**src/rtl/uart_rx_8x.sv**
```systemverilog
// 8x-oversampled UART receiver: start-bit qualification, mid-cell sampling, one-entry valid/ready holding register.
// Optional even-parity checking is compiled in when UART_PARITY_EN is defined.
module uart_rx_8x #(
  parameter int DATA_BITS   = 8,
  parameter int SYNC_STAGES = 2
) (
  input  logic                 sys_clk,
  input  logic                 rst_n,
  input  logic                 bclkx8,
  input  logic                 rxd,
  output logic [DATA_BITS-1:0] rx_data,
  output logic                 rx_valid,
  input  logic                 rx_ready,
  output logic                 frame_err,
  output logic                 overrun_err,
  output logic                 parity_err,
  input  logic                 err_clr
);

  typedef enum logic [2:0] {S_IDLE, S_START, S_DATA, S_PARITY, S_STOP} state_t;

  state_t                 state_q, state_d;
  logic                   bclk_q;
  logic [SYNC_STAGES-1:0] sync_q;
  logic [2:0]             os_cnt_q, os_cnt_d;
  logic [2:0]             bit_cnt_q, bit_cnt_d;
  logic [DATA_BITS-1:0]   shift_q, shift_d;
  logic [DATA_BITS-1:0]   data_q, data_d;
  logic                   valid_q, valid_d;
  logic                   ferr_q, ferr_d;
  logic                   oerr_q, oerr_d;
  logic                   tick, rxs, deliver, load, last_bit;

  assign tick     = bclkx8 & ~bclk_q;
  assign rxs      = sync_q[SYNC_STAGES-1];
  assign last_bit = (bit_cnt_q == 3'(DATA_BITS-1));

  always_ff @(posedge sys_clk or negedge rst_n) begin
    if (!rst_n) state_q <= S_IDLE;
    else        state_q <= state_d;
  end

  always_comb begin
    state_d = state_q;
    if (tick) begin
      case (state_q)
        S_IDLE:  if (!rxs) state_d = S_START;
        S_START: if (os_cnt_q == 3'd3) state_d = rxs ? S_IDLE : S_DATA;
`ifdef UART_PARITY_EN
        S_DATA:   if (os_cnt_q == 3'd7 && last_bit) state_d = S_PARITY;
        S_PARITY: if (os_cnt_q == 3'd7) state_d = S_STOP;
`else
        S_DATA:   if (os_cnt_q == 3'd7 && last_bit) state_d = S_STOP;
`endif
        S_STOP:  if (os_cnt_q == 3'd7) state_d = S_IDLE;
        default: state_d = S_IDLE;
      endcase
    end
  end

`ifdef UART_PARITY_EN
  logic par_q, par_d, perr_q, perr_d;
`endif

  always_comb begin
    os_cnt_d  = os_cnt_q;
    bit_cnt_d = bit_cnt_q;
    shift_d   = shift_q;
    deliver   = 1'b0;
`ifdef UART_PARITY_EN
    par_d     = par_q;
`endif
    if (tick) begin
      case (state_q)
        S_IDLE: os_cnt_d = 3'd0;
        S_START: begin
          os_cnt_d = (os_cnt_q == 3'd3) ? 3'd0 : os_cnt_q + 3'd1;
          if (os_cnt_q == 3'd3) bit_cnt_d = 3'd0;
        end
        S_DATA: begin
          // 3-bit counter wraps 7 -> 0 on its own at the sample tick
          os_cnt_d = os_cnt_q + 3'd1;
          if (os_cnt_q == 3'd7) begin
            shift_d   = {rxs, shift_q[DATA_BITS-1:1]};
            bit_cnt_d = bit_cnt_q + 3'd1;
          end
        end
`ifdef UART_PARITY_EN
        S_PARITY: begin
          os_cnt_d = os_cnt_q + 3'd1;
          if (os_cnt_q == 3'd7) par_d = rxs;
        end
`endif
        S_STOP: begin
          os_cnt_d = os_cnt_q + 3'd1;
          if (os_cnt_q == 3'd7) deliver = 1'b1;
        end
        default: os_cnt_d = 3'd0;
      endcase
    end
    load    = deliver & (~valid_q | rx_ready);
    data_d  = load ? shift_q : data_q;
    valid_d = load | (valid_q & ~rx_ready);
    // set beats a simultaneous clear
    oerr_d  = (deliver & ~load) | (oerr_q & ~err_clr);
    ferr_d  = (deliver & ~rxs)  | (ferr_q & ~err_clr);
`ifdef UART_PARITY_EN
    perr_d  = (deliver & (^{shift_q, par_q})) | (perr_q & ~err_clr);
`endif
  end

  always_ff @(posedge sys_clk or negedge rst_n) begin
    if (!rst_n) begin
      bclk_q    <= 1'b1;
      sync_q    <= '1;
      os_cnt_q  <= '0;
      bit_cnt_q <= '0;
      shift_q   <= '0;
      data_q    <= '0;
      valid_q   <= 1'b0;
      ferr_q    <= 1'b0;
      oerr_q    <= 1'b0;
    end else begin
      bclk_q    <= bclkx8;
      sync_q    <= {sync_q[SYNC_STAGES-2:0], rxd};
      os_cnt_q  <= os_cnt_d;
      bit_cnt_q <= bit_cnt_d;
      shift_q   <= shift_d;
      data_q    <= data_d;
      valid_q   <= valid_d;
      ferr_q    <= ferr_d;
      oerr_q    <= oerr_d;
    end
  end

`ifdef UART_PARITY_EN
  always_ff @(posedge sys_clk or negedge rst_n) begin
    if (!rst_n) begin
      par_q  <= 1'b0;
      perr_q <= 1'b0;
    end else begin
      par_q  <= par_d;
      perr_q <= perr_d;
    end
  end
  assign parity_err = perr_q;
`else
  assign parity_err = 1'b0;
`endif

  assign rx_data     = data_q;
  assign rx_valid    = valid_q;
  assign frame_err   = ferr_q;
  assign overrun_err = oerr_q;

endmodule

```
**config.mk**
```make
export PLATFORM = sky130hd
export DESIGN_NAME = uart_rx_8x
export DESIGN_NICKNAME = d
export VERILOG_FILES = /design/src/rtl/uart_rx_8x.sv
export SDC_FILE = /design/constraint.sdc
export NUM_CORES = 1
export LEC_CHECK = 0
export ABC_AREA = 1
export CELL_PAD_IN_SITES_DETAIL_PLACEMENT = 0
export CELL_PAD_IN_SITES_GLOBAL_PLACEMENT = 1
export CORE_ASPECT_RATIO = 0.9
export CORE_UTILIZATION = 30
export DETAILED_ROUTE_END_ITERATION = 8
export PLACE_DENSITY_LB_ADDON = 0.15
export SYNTH_ARGS = -nofsm -noshare
export SYNTH_HDL_FRONTEND = slang
export SYNTH_SLANG_ARGS = --single-unit
```
**constraint.sdc**
```tcl
create_clock -name sys_clk -period 1.63 [get_ports sys_clk]
set_input_delay 0.2445 -clock sys_clk [delete_from_list [all_inputs] [get_ports sys_clk]]
set_output_delay 0.2445 -clock sys_clk [all_outputs]
set_load 0.05 [all_outputs]
```
==> reports/metrics.cfg <==
[clock_tree]
clk_path_buf_depth = 2
clock-root-buffer = clkbuf_8
clock_sinks = 31
h-tree-depth = 2
clk_pin_slew_ns = 0.06
cts_made_buffers = 5
cts_tree = built
clk_latency_ns = 0.27

[grt]
grt_start_max_net_pins = 32
grt_pass1_vias = 1017
antenna_found_initial = 0
grtUsageTotal_pct = 11.9
grt_first_pass_wirelength_microns = 4730
gr-total-overflow = 0

[sta]
fin_hold_ws_ns = 0.359
finalCritPeriodShare_pct = 88.1
rsz0062_at_grt = false
clock-skew-final_ns = 0.00709
hold_viol_final = 0
period_needed_ns = 1.44
slew_viol_final = 0
max_clock_freq_mhz = 697
finalSetupViolCount = 0

[worst_setup_path]
critPathSlowestCell = dfrtp_1
critPathKind = register to register
crit_arrival_ns = 1.59
cp_cell_sequence = ha_2 > ha_4 > inv_2 > nand3_1 > nand2_1 > nor2_2 > nand2_1 > nand2_1 > nand2_1
path_max_fanout = 4
cp_common_cell = nand2_1
endpoint_kind = register
worst_setup_path_start_kind = register
slowest_delay_ns = 0.38
required_ns = 1.79
rr_worst_depth = 9

[finish]
area_delta_synth_final_pct = 21.4
drive_above_1_share_pct = 29.8
seqCellArea_sq_um = 779
layout_commonest_cell = nand2_1
multiInputGateArea_sq_um = 596
stdcell_count = 243
diodes = 0
layout_common_cells = nand2_1, dfrtp_1, inv_1
n_fill_cell = 481
nets = 192

[floorplan]
dieArea_sq_um = 5220
core-area_sq_um = 4600
start_util_pct = 32.1
die_y_microns = 68.6
rows = 23
num_io_pins = 18
die_w_microns = 76.0

[power_and_ir_drop]
powerDensity_nw_per_um2 = 1160
cellLeakagePower_nw = 0.862
ir_drop_uv = 427

[synthesis]
yosys.area_share.simple_pct = 24.0
synth_fp_nets = 168
synth_adder_area_share_pct = 5.07
seq_area_frac_synth_pct = 52.7
synth-main-ff-cell = dfrtp_1
yosysWarnings = 0
synth_compound_area_share_pct = 9.89
async_reset_ff_share_pct = 100
synth_top_area_cell = dfrtp_1
synth_top_area_share_pct = 47.3
syn-cell-area_sq_um = 1480
synthMuxAreaShare_pct = 0
synth_top_family_by_area = simple AND/OR/NAND/NOR gates
ys_ff_latch = 31
synth-xor-area-share_pct = 0
ys_types = 26
synth-edff-count = 0
synthTopCellsByArea = dfrtp_1, nand2_1, dfstp_2
syn_inst = 156
avgSynthCellArea_sq_um = 9.49

[run]
drv_cap = 0

[run_status]
status = complete, no violations

[worst_hold_path]
holdPathStages = 0
worstHoldPathType = register to register

[placed_design]
dpl.hpwl_microns = 1960
port_buffers = 16
gp_congestion = 0.707
placed_cells = 235

[routing]
wire_per_inst_microns = 11.2
vias_per_cell = 4.21
dr_total_vias = 1023
drc = 0
drt-pass1-iter-count = 4
dr.first_iter.drc_count = 29
drt-total-wl_microns = 2720
ant_nets = 0

-- final cells by class --
type,count,area share [%]
clock buffer,7,4.81
tap,62,4.32
inverter,24,5.01
timing repair buffer,20,9.05
clock inverter,1,0.279
sequential,31,43.4
multi-input combinational,98,33.1
-- Yosys cell counts (2+ instances only) --
master and n:
inv_1 17, nor2_2 2, nand3b_1 2, nand3_1 8
nor2_4 2, nand2_2 3, nor2_1 7, nand2_1 40
o21ai_1 8, nand3_2 2, inv_2 6, o21ai_2 9
o22ai_1 2, buf_6 2, dfrtp_1 28, ha_1 6
dfstp_2 3
-- layer usage --
layer / global-route usage, % / vias to the layer above / wire length, microns
li1: - / 545 / -
met1: 15.2 / 460 / 1420
met3: 3.68 / 2 / 95
met5: 0 / - / 0
met4: 3.61 / 0 / 20
met2: 19.9 / 16 / 1190
-- stage by stage --
step | power [mW] | setup slack (ns) | utilization [%] | setup TNS (ns) | cell area, sq um
floorplan | 1.34 | 0.173 | - | 0 | 1480
detailed placement | 1.49 | -0.0213 | 36.7 | -0.0317 | 1690
global placement | 1.49 | -0.0203 | 36.7 | -0.0203 | 1690
CTS | 2.12 | 0.0553 | 38.7 | 0 | 1780
global route | 2.26 | 0.0254 | 39.0 | 0 | 1800
finish | 2.09 | 0.194 | 39.0 | 0 | 1800
-- logic make-up after synthesis --
kind of cell / Yosys count
buffers and inverters: 27
AOI/OAI and AO/OA: 21
adders and majority gates: 6
other: 1
and+or+nand+nor: 70
DFF: 31
-- report_power, final --
part,internal [mW],switching [mW],total [mW]
registers,0.854,0.0992,0.953
logic,0.200,0.331,0.531
clock network,0.340,0.267,0.607
-- timing repair --
| action | 4_1_cts | 5_1_grt |
|---|---|---|
| resized for setup | 0 | 3 |
| endpoints found under the setup margin | 0 | 22 |
| buffers inserted | 0 | 0 |
| hold buffers | 0 | 0 |
-- worst max-delay path: cells and delay by family, from the launching register on --
| family | cells | cell delay [ns] |
|---|---|---|
| adder cells (fa/ha/maj) | 2 | 0.40 |
| buffers and inverters | 1 | 0.04 |
| AND/OR/NAND/NOR | 6 | 0.52 |
| flip-flops | 1 | 0.38 |
-- path summary, 6_finish.rpt --
path                        startpoint    endpoint  slack, ns
hold reg to reg              sync_q[0]   sync_q[1]       0.36
min in group asynchronous        rst_n  rx_data[1]       0.37
setup reg to reg           os_cnt_q[0]  state_q[0]       0.19
setup / recovery           os_cnt_q[0]  state_q[0]       0.19
hold / removal               sync_q[0]   sync_q[1]       0.36
max in group asynchronous        rst_n   sync_q[0]       0.92
-- flip-flops by register name, indices dropped and copies added, names as in the netlist --
register and flops:
bclk_q 1, frame_err 1, shift_q 8, overrun_err 1
state_q 3, sync_q 2, rx_valid 1, os_cnt_q 3
bit_cnt_q 3, rx_data 8
Note: power is estimated with default switching activity, not from simulation.
